## config.mk

```make
export PLATFORM = sky130hd
export DESIGN_NAME = serial_ip_sequencer
export DESIGN_NICKNAME = d
export VERILOG_FILES = /design/src/rtl/stripes_pkg.sv /design/src/rtl/sis_delay_line.sv /design/src/rtl/serial_ip_sequencer.sv
export SDC_FILE = /design/constraint.sdc
export NUM_CORES = 1
export LEC_CHECK = 0
export ABC_AREA = 1
export CORE_MARGIN = 2
export CORE_UTILIZATION = 37
export DETAILED_ROUTE_END_ITERATION = 16
export MAX_ROUTING_LAYER = met4
export PLACE_DENSITY_LB_ADDON = 0.25
export SLEW_MARGIN = 20
export SYNTH_ARGS = -nofsm -noshare
export SYNTH_HDL_FRONTEND = slang
export SYNTH_SLANG_ARGS = --single-unit
```

## constraint.sdc

```tcl
create_clock -name clk -period 1.9 [get_ports clk]
set_input_delay 0.57 -clock clk [delete_from_list [all_inputs] [get_ports clk]]
set_output_delay 0.57 -clock clk [all_outputs]
set_load 0.01 [all_outputs]
```

## src/rtl/stripes_pkg.sv

```systemverilog
// Shared types and helpers for the Stripes serial inner-product slice control.
package stripes_pkg;

  localparam int unsigned PREC_W = 5;
  localparam logic [PREC_W-1:0] MAX_PREC = 5'd16;

  typedef enum logic [1:0] {
    StIdle,
    StLoad,
    StStream,
    StDrain
  } state_e;

  // Precision 0 and anything above the slice's bit-slice capacity run at full width.
  function automatic logic [PREC_W-1:0] eff_precision(input logic [PREC_W-1:0] p);
    return ((p == '0) || (p > MAX_PREC)) ? MAX_PREC : p;
  endfunction

endpackage

```

## src/rtl/sis_delay_line.sv

```systemverilog
// Aligns the MSB-slice marker with the accumulator input after the adder-tree pipeline.
module sis_delay_line #(
  parameter int unsigned DEPTH = 1
) (
  input  logic clk,
  input  logic reset,
  input  logic i_in,
  output logic o_out
);

  logic [DEPTH-1:0] r_sr;

  always_ff @(posedge clk) begin
    if (reset) begin
      r_sr <= '0;
    end else begin
      r_sr[0] <= i_in;
      for (int unsigned i = 1; i < DEPTH; i++) begin
        r_sr[i] <= r_sr[i-1];
      end
    end
  end

  assign o_out = r_sr[DEPTH-1];

endmodule

```

## src/rtl/serial_ip_sequencer.sv

```systemverilog
// Brick-by-brick control sequencer for one Stripes serial inner-product slice.
module serial_ip_sequencer
  import stripes_pkg::*;
#(
  parameter int unsigned TW       = 16,
  parameter int unsigned BRICK_W  = 12,
  parameter int unsigned PIPE_LAT = 1
) (
  input  logic                 clk,
  input  logic                 reset,
  input  logic                 i_cfg_valid,
  output logic                 o_cfg_ready,
  input  logic [PREC_W-1:0]    i_cfg_precision,
  input  logic [BRICK_W-1:0]   i_cfg_bricks,
  input  logic                 i_cfg_max,
  input  logic                 i_syn_valid,
  input  logic                 i_nrn_valid,
  output logic                 o_syn_rd,
  output logic [TW-1:0]        o_load,
  output logic                 o_nrn_rd,
  output logic                 o_first_cycle,
  output logic                 o_acc_first,
  output logic                 o_nbout_rd,
  output logic                 o_nbout_wr,
  output logic                 o_max,
  output logic [PREC_W-1:0]    o_precision,
  output logic                 o_busy,
  output logic                 o_done
);

  localparam logic [PREC_W-1:0] DrainLast = PREC_W'(PIPE_LAT);

  state_e               r_state, w_state_d;
  logic [PREC_W-1:0]    r_cnt, w_cnt_d;
  logic [PREC_W-1:0]    r_prec, w_prec_d;
  logic [BRICK_W-1:0]   r_bricks, w_bricks_d;
  logic                 r_max, w_max_d;
  logic                 r_done_empty, w_done_empty_d;
  logic                 w_first_cycle;
  logic                 w_delayed_first;
  logic                 w_done_brick;

  always_ff @(posedge clk) begin
    if (reset) begin
      r_state      <= StIdle;
      r_cnt        <= '0;
      r_prec       <= '0;
      r_bricks     <= '0;
      r_max        <= 1'b0;
      r_done_empty <= 1'b0;
    end else begin
      r_state      <= w_state_d;
      r_cnt        <= w_cnt_d;
      r_prec       <= w_prec_d;
      r_bricks     <= w_bricks_d;
      r_max        <= w_max_d;
      r_done_empty <= w_done_empty_d;
    end
  end

  always_comb begin
    w_state_d      = r_state;
    w_cnt_d        = r_cnt;
    w_prec_d       = r_prec;
    w_bricks_d     = r_bricks;
    w_max_d        = r_max;
    w_done_empty_d = 1'b0;
    o_cfg_ready    = 1'b0;
    o_syn_rd       = 1'b0;
    o_load         = '0;
    o_nrn_rd       = 1'b0;
    o_nbout_wr     = 1'b0;
    w_first_cycle  = 1'b0;
    w_done_brick   = 1'b0;

    unique case (r_state)
      StIdle: begin
        // An empty job's done pulse must be seen before the next job is taken.
        o_cfg_ready = ~r_done_empty & ~reset;
        if (i_cfg_valid && o_cfg_ready) begin
          w_prec_d   = eff_precision(i_cfg_precision);
          w_max_d    = i_cfg_max;
          w_bricks_d = i_cfg_bricks;
          if (i_cfg_bricks == '0) begin
            w_done_empty_d = 1'b1;
          end else begin
            w_state_d = StLoad;
          end
        end
      end

      StLoad: begin
        // The datapath accumulates every clock, so both buffers must be ready together.
        if (i_syn_valid && i_nrn_valid) begin
          o_syn_rd  = 1'b1;
          o_load    = '1;
          w_cnt_d   = '0;
          w_state_d = StStream;
        end
      end

      StStream: begin
        o_nrn_rd      = 1'b1;
        w_first_cycle = (r_cnt == '0);
        if (r_cnt == r_prec - PREC_W'(1)) begin
          w_cnt_d   = '0;
          w_state_d = StDrain;
        end else begin
          w_cnt_d = r_cnt + PREC_W'(1);
        end
      end

      StDrain: begin
        if (r_cnt == DrainLast) begin
          o_nbout_wr = 1'b1;
          w_bricks_d = r_bricks - BRICK_W'(1);
          w_cnt_d    = '0;
          if (r_bricks == BRICK_W'(1)) begin
            w_done_brick = 1'b1;
            w_state_d    = StIdle;
          end else begin
            w_state_d = StLoad;
          end
        end else begin
          w_cnt_d = r_cnt + PREC_W'(1);
        end
      end

      default: w_state_d = StIdle;
    endcase
  end

  sis_delay_line #(
    .DEPTH (PIPE_LAT)
  ) u_delay_line (
    .clk   (clk),
    .reset (reset),
    .i_in  (w_first_cycle),
    .o_out (w_delayed_first)
  );

  assign o_first_cycle = w_first_cycle;
  assign o_acc_first   = w_delayed_first;
  assign o_nbout_rd    = w_delayed_first;
  assign o_done        = w_done_brick | r_done_empty;
  assign o_busy        = (r_state != StIdle);
  assign o_max         = r_max;
  assign o_precision   = r_prec;

endmodule

```

==> results of run 1 <==
-- cell usage in the layout (no fill, tap or decap), drive strengths merged --
| master | netlist | routed |
|---|---|---|
| or4 | 1 | 1 |
| clkbuf | 5 | 4 |
| a22oi | 1 | 1 |
| o21bai | 1 | 1 |
| nand2 | 75 | 75 |
| inv | 38 | 38 |
| a31oi | 2 | 2 |
| nand3 | 21 | 21 |
| ha | 11 | 11 |
| o21ai | 18 | 18 |
| clkinvlp | 0 | 1 |
| a211oi | 5 | 5 |
| o211ai | 4 | 4 |
| or2 | 3 | 3 |
| dfxtp | 27 | 27 |
| nor3 | 7 | 7 |
| buf | 19 | 87 |
| nor4 | 1 | 1 |
| xor2 | 4 | 4 |
| nor2 | 30 | 30 |
| clkinv | 1 | 1 |
| dlygate4sd2 | 0 | 6 |
| a21oi | 26 | 26 |
| nand4 | 2 | 2 |
| clkdlybuf4s50 | 0 | 24 |
-- flip-flops by register name, summed over array words and instances (netlist names) --
signal / flops
r_bricks: 12
o_precision: 5
r_cnt: 5
r_state: 2
o_max: 1
r_done_empty: 1
u_delay_line.o_out: 1
-- worst max-delay path by stage --
stage | start | to | slack, ns | depth (start not counted)
6_report | r_bricks[1] | o_done | -0.24 | 7
5_1_grt | r_bricks[1] | o_done | -0.30 | 7
4_1_cts | r_bricks[1] | o_done | -0.22 | 7
3_5_place_dp | i_syn_valid | o_load[2] | -0.61 | 5
3_3_place_gp | i_syn_valid | o_load[13] | -0.58 | 5
2_1_floorplan | r_state[0] | o_done | 0.04 | 6
-- repair_timing --
action,4_1_cts,5_1_grt
setup endpoints to repair,25,31
cloned,1,0
setup buffers,8,3
gates resized for setup,132,51
pin swaps,13,8
-- critical path, delay by kind of cell (launching register included) --
kind	cells	cell delay, ns
buf+inv	2	0.25
fa+ha+maj	1	0.13
compound gates	1	0.21
simple gates	3	0.36
flops	1	0.34
-- kinds of logic (layout without fill, tap and decap cells) --
family | count (synthesis) | count (layout) | share of synthesized area, %
and+or+nand+nor | 140 | 140 | 30.50
buffers and inverters | 63 | 161 | 15.95
AOI/OAI and AO/OA | 57 | 57 | 17.35
DFF | 27 | 27 | 27.45
adders and majority gates | 11 | 11 | 6.988
xor gates and xnor gates | 4 | 4 | 1.779
-- power by group through the flow --
stage / combinational [mW] / sequential [mW] / clock [mW]
floorplan: 0.874 / 0.751 / 0
global placement: 1.56 / 0.731 / 0
detailed placement: 1.59 / 0.734 / 0
CTS: 1.65 / 0.738 / 0.371
global route: 2.03 / 0.756 / 0.403
finish: 1.84 / 0.741 / 0.362
-- cell type report --
type	instances	area share, %
Multi-Input combinational cell	212	40.79
Timing Repair Buffer	118	31.77
Sequential cell	27	17.75
Inverter	39	5.361
Tap cell	70	2.780
Clock buffer	3	1.311
Clock inverter	1	0.2383
-- routing by layer --
metal	track usage, %	share of wire [%]
met5	-	0
met4	6.182	1.2
met3	3.176	3.2
met2	35.53	52
met1	23.59	44
-- per-stage QoR --
step / cells / setup TNS, ns / utilization, % / worst slack, ns
floorplan: 302 / 0 / - / 0.03600
global placement: 457 / -14.49 / 55.81 / -0.5766
detailed placement: 457 / -15.53 / 55.81 / -0.6120
CTS: 470 / -0.3635 / 58.45 / -0.2169
global route: 470 / -3.052 / 61.69 / -0.3006
finish: 470 / -1.225 / 61.69 / -0.2386
-- cells in the mapped netlist --
cell type   n  area share, %
inv_2       2           0.38
a31oi_1     2           0.64
o211ai_1    1           0.38
ha_1       11            7.0
inv_1      36            6.9
dfxtp_1    27             27
nand2_2     1           0.32
o211ai_2    3            1.9
nor3_4      1           0.83
or2_1       1           0.32
nor4_1      1           0.32
a22oi_1     1           0.38
or4_1       1           0.38
nand3_1    21            5.3
or2_2       2           0.64
nand2_4     1           0.57
clkinv_4    1           0.44
o21ai_0     9            2.3
buf_4      17            6.5
nor3_1      6            1.5
nand4_1     2           0.64
a21oi_1    24            6.1
o21ai_2     1           0.44
clkbuf_1    5           0.95
o21ai_1     8            2.0
o21bai_1    1           0.38
xor2_1      4            1.8
a211oi_1    5            1.9
buf_6       1           0.57
nand2_1    73             14
nor2_1     30            5.7
a21oi_2     2           0.89
buf_2       1           0.25
==> results.md, run 1 <==
- Status: finished with violations
- Failing checks: setup timing
- Hold EP: o_max
- Internal reg-to-reg setup slack: 0.12 ns
- Htree depth: 1
- # fillers: 475
- Crit-path max cell delay: 0.34 ns
- Vias in the first global route: 2,140
- IO Port Bufs: 53
- CTS tree: done
- Flop pwr share: 25.2%
- Required @ worst endpoint: 1.33 ns
- Switching Share: 42.09%
- Die area: 0.005922 mm2
- Reg-to-reg critical path startpoint: r_state[0]
- Worst Path Arrival: 1.57 ns
- I/O pins: 54
- Sw power: 1.238 mW
- Hold WS: 0.4801 ns
- Placed cell area: 0.002850 mm2
- 1st-iter DRT viols: 51
- Final hold vios: 0
- Final HPWL from detailed placement: 4.225 mm
- Global route overflow: 0
- Hold_sp: o_max
- Final Cell Area: 0.003151 mm2
- CP max FO: 2
- Max Slew Vio Count: 0
- DRC Markers: 0
- Starting Density: 38.56%
- Gpl congestion: 0.8729
- Cell depth of the worst flop-to-flop path: 13
- Clock Tree Buf Depth: 2
- Synth warn: 0
- Clock transition at the registers of the reported paths: 0.10 ns
- Cell Int Power: 1.703 mW
- Worst path cell trace: inv_2 -> ha_4 -> nand2_2 -> nor3_2 -> nand3_1 -> o21bai_1 -> buf_2
- Worst hold path class: reg -> reg
- Crit. End Element: primary output
- Synthesized Nets: 336
- Post-synth cell types: 33
- Vias after detailed routing: 2,205
- Share of cells above drive strength 1: 38.50%
- Worst vdd ir: 0.4891 mV
- Cts-stage hold buffer count: 0
- Hold depth: 2
- Clock power share: 12.3%
- FP Rows: 26
- Total GRT Usage: 20.20%
- Die height: 76.96 um
- Via density: 4.691
- FMAX: 467.6 MHz
- ANT cells: 0
- Mapped Avg Cell Area: 6.521 um2
- Syn-to-layout area delta: 59.97%
- CTS buffer count: 3
- Multi-input logic area: 0.001285 mm2
- Final wirelength: 5.779 mm
- Nets@finish: 435
- Setup CP Type: reg -> out
- Number of synthesized register bits: 27
- Worst setup margin: -0.2386 ns
- Worst setup SP type: flop
- CTS root buffer: clkbuf_8
- Cells after synthesis: 302
- Logic pwr share: 62.5%
- Slew headroom: 80.34%
- FF/Latch Area: 559.3 um2
- DR pass1 iterations: 4
- Skew final: 0.005349 ns
- Antenna violations before repair: 0
- Power Density: 933.3 mW/mm2
- Clock sinks: 27
- Reg2reg end: r_bricks[0]
- RSZ-0062 raised after global routing: yes
- Antenna viol nets, final: 0
- Min cycle time layout: 2.139 ns
- Largest net degree at the start of global routing: 25
- Worst-margin pin slew: 0.2946 ns
- Final setup viols: 20
- Core area: 0.005107 mm2
- Pleak: 1.432 nW
- Global-route wire length before repair: 9.535 mm
- Cell area after synthesis: 0.001969 mm2
- Ratio of final minimum period to clock period: 112.6%
- Critical path's slowest cell: dfxtp_2
- Seq/Total Area, Yosys: 27.45%
- Worst-Skew Late Latency: 0.29 ns
- Overall power: 2.940 mW
- Wire per inst: 12.30 um
- Maxcap violations: 0
- Die W: 76.96 um
(Power assumes the default switching activity.)
==> inputs of run 2 (changes only) <==
--- a/config.mk
+++ b/config.mk
@@ -6,7 +6,6 @@
 export NUM_CORES = 1
 export LEC_CHECK = 0
 export ABC_AREA = 1
-export CORE_MARGIN = 2
 export CORE_UTILIZATION = 37
 export DETAILED_ROUTE_END_ITERATION = 16
 export MAX_ROUTING_LAYER = met4
==> results.md, run 2 (synthesis results as in run 1) <==
- Status: finished with violations
- Failing checks: setup timing
- Largest net degree at the start of global routing: 25 (unchanged)
- Worst hold path class: reg -> reg
- Clock transition at the registers of the reported paths: 0.10 ns (about the same)
- Worst setup margin: -0.1002 ns (+0.1384 ns)
- Top reg by flops: r_bricks
- DR pass1 iterations: 4 (unchanged)
- CP max FO: 2 (unchanged)
- Max Slew Vio Count: 0 (unchanged)
- Final HPWL from detailed placement: 4.183 mm (-0.99%)
- Critical Path Start: r_bricks[1]
- Cts-stage hold buffer count: 0 (unchanged)
- Worst-margin pin slew: 0.3160 ns (+0.02148 ns)
- Skew final: 0.01075 ns (+0.005402 ns)
- Share of cells above drive strength 1: 40.81% (+2.3 points)
- Global-route wire length before repair: 9.494 mm (-0.43%)
- RSZ-0062 raised after global routing: yes
- Final wirelength: 6.089 mm (+5.4%)
- Die W: 74.96 um (-2.6%)
- Total GRT Usage: 23.11% (+2.9 points)
- Nets@finish: 454 (+4.4%)
- Reg-to-reg critical path startpoint: r_bricks[1]
- Layout Utilization: 66.88% (+5.2 points)
- Slew headroom: 78.91% (-1.4 points)
- Required @ worst endpoint: 1.33 ns (about the same)
- Pleak: 1.561 nW (+8.9%)
- Clock sinks: 27 (unchanged)
- Min cycle time layout: 2.000 ns (-0.1384 ns)
- Worst vdd ir: 0.4804 mV (-1.8%)
- FP Rows: 26 (unchanged)
- Worst setup SP type: flop
- Die height: 74.96 um (-2.6%)
- Global route overflow: 0 (unchanged)
- Htree depth: 1 (unchanged)
- Worst-Skew Late Latency: 0.29 ns (about the same)
- Overall power: 3.105 mW (+5.6%)
- Final Cell Area: 0.003416 mm2 (+8.4%)
- ANT cells: 0 (unchanged)
- Worst Path Arrival: 1.43 ns (-0.14 ns)
- FMAX: 500.0 MHz (+6.9%)
- 1st-iter DRT viols: 89 (+75%)
- Antenna viol nets, final: 0 (unchanged)
- CTS root buffer: clkbuf_8
- Vias in the first global route: 2,182 (+2.0%)
- Cell depth of the worst flop-to-flop path: 16 (+3)
- DRC Markers: 0 (unchanged)
- Maxcap violations: 0 (unchanged)
- CTS tree: done
- Ratio of final minimum period to clock period: 105.3% (-7.3 points)
- Syn-to-layout area delta: 73.44%
- Final hold vios: 0 (unchanged)
- IO Port Bufs: 53 (unchanged)
- Wire per inst: 12.45 um (+1.3%)
- Gpl congestion: 0.8620 (-1.2%)
- Core area: 0.005107 mm2 (unchanged)
- CTS buffer count: 3 (unchanged)
- Die area: 0.005618 mm2 (-5.1%)
- Power Density: 909.0 mW/mm2 (-2.6%)
- Most frequent cells in the layout: buf_4, nand2_1, buf_6
- Max reg flops: 12 (unchanged)
- Hold WS: 0.4691 ns (-0.01097 ns)
- Internal reg-to-reg setup slack: -0.06 ns (-0.18 ns)
- Setup CP Type: reg -> out
- Hold_sp: o_max
- Via density: 4.748 (+1.2%)
- Most common cell after layout, fill and taps aside: buf_4
- I/O pins: 54 (unchanged)
- Placed cell area: 0.002915 mm2 (+2.3%)
- Worst setup endpoint: o_done
- Vias after detailed routing: 2,322 (+5.3%)
- Reg2reg end: r_state[0]
- Starting Density: 38.56% (unchanged)
- Clock Tree Buf Depth: 2 (unchanged)
- Crit. End Element: primary output
- Antenna violations before repair: 0 (unchanged)
- Fin Setup TNS: -0.2952 ns (+0.9299 ns)
- Final setup viols: 11 (-45%)
-- run 2: cell types whose count changed in the layout (fill, tap and decap cells not counted), sizes merged --
cell,change
inv,+2
dlymetal6s2s,+1
clkdlybuf4s50,-1
buf,+17
clkinv,-1
clkdlybuf4s15,+1
-- run 2: worst max-delay path, cell delays in order, from the launching register on --
cell and delay (ns):
dfxtp_2 0.34, inv_2 0.07, ha_4 0.13, nand2_2 0.04, nor3_2 0.16, nand3_2 0.13
o21bai_4 0.16, buf_6 0.12
-- run 2: worst min path at each step --
stage / to / slack [ns] / depth (start not counted)
2_1_floorplan: r_bricks[5] / 0.46 / 2
3_3_place_gp: o_max / 0.45 / 2
3_5_place_dp: o_max / 0.46 / 2
4_1_cts: o_max / 0.47 / 2
5_1_grt: o_max / 0.51 / 2
6_report: o_max / 0.47 / 2
-- run 2: cell type report --
type	count	area, um2
fillers	434	1692
multi-input cells	212	1329
repair buffers	136	1222
flip-flops and latches	27	555.5
inverters	39	166.4
well taps	70	87.58
clock buffers	3	41.29
clock inverters	1	7.507
repair inverters	1	6.256
-- run 2: per-layer routing --
layer  vias up  track usage [%]  share of wire, %
met5         -                -                 0
met4         0            6.289               1.2
met3        11            3.481               3.1
met2        55            43.34                54
met1      1056            25.14                42
li1       1200                -                 -
-- run 2: where the power goes --
| group | internal, mW | total (mW) | leakage (nW) | switching (mW) |
|---|---|---|---|---|
| Sequential | 0.671 | 0.757 | 0.224 | 0.0856 |
| Clock | 0.150 | 0.355 | 0.0217 | 0.205 |
| Combinational | 1.00 | 1.99 | 1.31 | 0.992 |
| Total | 1.82 | 3.11 | 1.56 | 1.28 |
-- run 2: per-stage QoR --
stage	std cells	worst slack [ns]
floorplan	302	0.03600
global placement	464	-0.5709
detailed placement	464	-0.5918
CTS	488	-0.1916
global route	489	-0.1862
finish	489	-0.1002
-- run 2: what timing repair did --
action / 4_1_cts / 5_1_grt
cloned: 2 / 1
pin swaps: 16 / 10
buffers inserted: 18 / 3
endpoints found under the hold margin: 0 / 0
endpoints found under the setup margin: 27 / 32
gates resized for setup: 165 / 30
==> inputs of run 3 (changes only) <==
--- a/config.mk
+++ b/config.mk
@@ -6,6 +6,7 @@
 export NUM_CORES = 1
 export LEC_CHECK = 0
 export ABC_AREA = 1
+export CORE_ASPECT_RATIO = 2
 export CORE_UTILIZATION = 37
 export DETAILED_ROUTE_END_ITERATION = 16
 export MAX_ROUTING_LAYER = met4
==> results.md, run 3 (synthesis results as in run 1) <==
- Status: finished with violations
- Failing checks: setup timing
- Max reg flops: 12 (unchanged)
- Maxcap violations: 0 (unchanged)
- Total GRT Usage: 23.54% (+0.43 points)
- Pleak: 1.519 nW (-2.7%)
- Final wirelength: 6.268 mm (+2.9%)
- Max Slew Vio Count: 0 (unchanged)
- Reg2reg end: r_bricks[11]
- ANT cells: 0 (unchanged)
- Starting Density: 38.32% (-0.23 points)
- Hold_sp: r_bricks[9]
- Most common cell after layout, fill and taps aside: nand2_1
- I/O pins: 54 (unchanged)
- Wire per inst: 13.36 um (+7.3%)
- Final HPWL from detailed placement: 4.511 mm (+7.8%)
- FMAX: 491.9 MHz (-1.6%)
- IO Port Bufs: 53 (unchanged)
- Min cycle time layout: 2.033 ns (+0.03265 ns)
- Setup CP Type: reg -> out
- Vias after detailed routing: 2,367 (+1.9%)
- CTS root buffer: clkbuf_8
- Setup WS pre-CTS: -0.6044 ns (-0.01261 ns)
- Worst setup SP type: flop
- Overall power: 3.031 mW (-2.4%)
- Worst Path Arrival: 1.46 ns (+0.03 ns)
- Clock Tree Buf Depth: 2 (unchanged)
- Hold depth: 2 (unchanged)
- Largest net degree at the start of global routing: 25 (unchanged)
- Slew headroom: 77.28% (-1.6 points)
- Cell depth of the worst flop-to-flop path: 13 (-3)
- Die area: 0.005636 mm2 (+0.32%)
- CTS tree: done
- Clock sinks: 27 (unchanged)
- Worst-margin pin slew: 0.3377 ns (+0.02164 ns)
- Gpl congestion: 0.9132 (+5.9%)
- Worst hold path class: reg -> reg
- Worst vdd ir: 0.7483 mV (+56%)
- Layout Cells excl Fill: 469 (-4.1%)
- Crit. End Element: primary output
- Most frequent cells in the layout: nand2_1, buf_4, inv_1
- Final setup viols: 11 (unchanged)
- Hold EP: r_bricks[9]
- Nets@finish: 446 (-1.8%)
- Worst-Skew Late Latency: 0.28 ns (about the same)
- Antenna viol nets, final: 0 (unchanged)
- Share of cells above drive strength 1: 37.96% (-2.9 points)
- Global route overflow: 0 (unchanged)
- Final hold vios: 0 (unchanged)
- 1st-iter DRT viols: 59 (-34%)
- Placed cell count: 451 (-2.8%)
- Via density: 5.047 (+6.3%)
- RSZ-0062 raised after global routing: yes
- Skew final: 0.008816 ns (-0.001935 ns)
- Die height: 105.2 um (+40%)
- Power Density: 919.7 mW/mm2 (+1.2%)
- Top reg by flops: r_bricks
- Reg-to-reg critical path startpoint: r_state[0]
- Critical Path Start: r_bricks[6]
- CTS buffer count: 3 (unchanged)
- Core area: 0.005139 mm2 (+0.61%)
- Htree depth: 1 (unchanged)
- Required @ worst endpoint: 1.33 ns (about the same)
- FP Rows: 37 (+42%)
- Antenna violations before repair: 0 (unchanged)
- DR pass1 iterations: 4 (unchanged)
- Die W: 53.59 um (-29%)
- CP max FO: 2 (unchanged)
- DRC Markers: 0 (unchanged)
- Syn-to-layout area delta: 67.34%
- Internal reg-to-reg setup slack: 0.04 ns (+0.10 ns)
- Vias in the first global route: 2,285 (+4.7%)
- Ratio of final minimum period to clock period: 107.0% (+1.7 points)
- Worst setup margin: -0.1328 ns (-0.03265 ns)
- Clock transition at the registers of the reported paths: 0.09 ns (about the same)
- Global-route wire length before repair: 9.611 mm (+1.2%)
[run 3: cell type report]
cell class                      instances  area (um2)
Tap cell                               58       72.57
Multi-Input combinational cell        212        1308
Inverter                               39       166.4
Clock buffer                            4       45.04
Fill cell                             459        1843
Sequential cell                        27       554.3
Timing Repair inverter                  1       6.256
Timing Repair Buffer                  128        1144
[run 3: stage by stage]
stage               hold WS [ns]  area [um2]  setup TNS [ns]  utilization (%)
finish                    0.4947        3296         -0.2759            64.13
floorplan                 0.4569        1974               0                -
detailed placement        0.4525        2905          -16.56            56.54
CTS                       0.4712        3183         -0.7055            61.94
global placement          0.4520        2905          -15.79            56.54
global route              0.5197        3296         -0.9765            64.13
[run 3: timing repair]
action                     4_1_cts  5_1_grt
setup endpoints to repair       27       32
hold buffers                     0        0
buffers inserted                 8        6
resized for setup              151       33
cloned                           2        1
pin swaps                       11       12
[run 3: power breakdown]
group	switching, mW	internal, mW
logic	0.987	0.932
registers	0.0946	0.672
clock network	0.195	0.151
total	1.28	1.75
[run 3: how the worst max path moves through the flow]
| stage | end | slack, ns | cells past startpoint |
|---|---|---|---|
| finish | o_done | -0.13 | 6 |
| global route | o_done | -0.24 | 6 |
| CTS | o_done | -0.12 | 7 |
| detailed placement | o_load[4] | -0.60 | 5 |
| global placement | o_load[0] | -0.58 | 5 |
| floorplan | o_done | 0.04 | 6 |
[run 3: critical path, cell delays in order (launching register included)]
cell	delay (ns)
dfxtp_1	0.33
nor2_2	0.17
nand2_1	0.12
nor3_2	0.14
nand3_1	0.13
o21bai_1	0.15
buf_2	0.15
[run 3: layer usage]
| layer | vias to the layer above | track usage [%] | share of wire [%] |
|---|---|---|---|
| met1 | 1096 | 21.45 | 35 |
| met3 | 19 | 2.183 | 3.0 |
| met4 | 0 | 8.835 | 3.3 |
| met2 | 70 | 45.71 | 59 |
| met5 | - | - | 0 |
| li1 | 1182 | - | - |
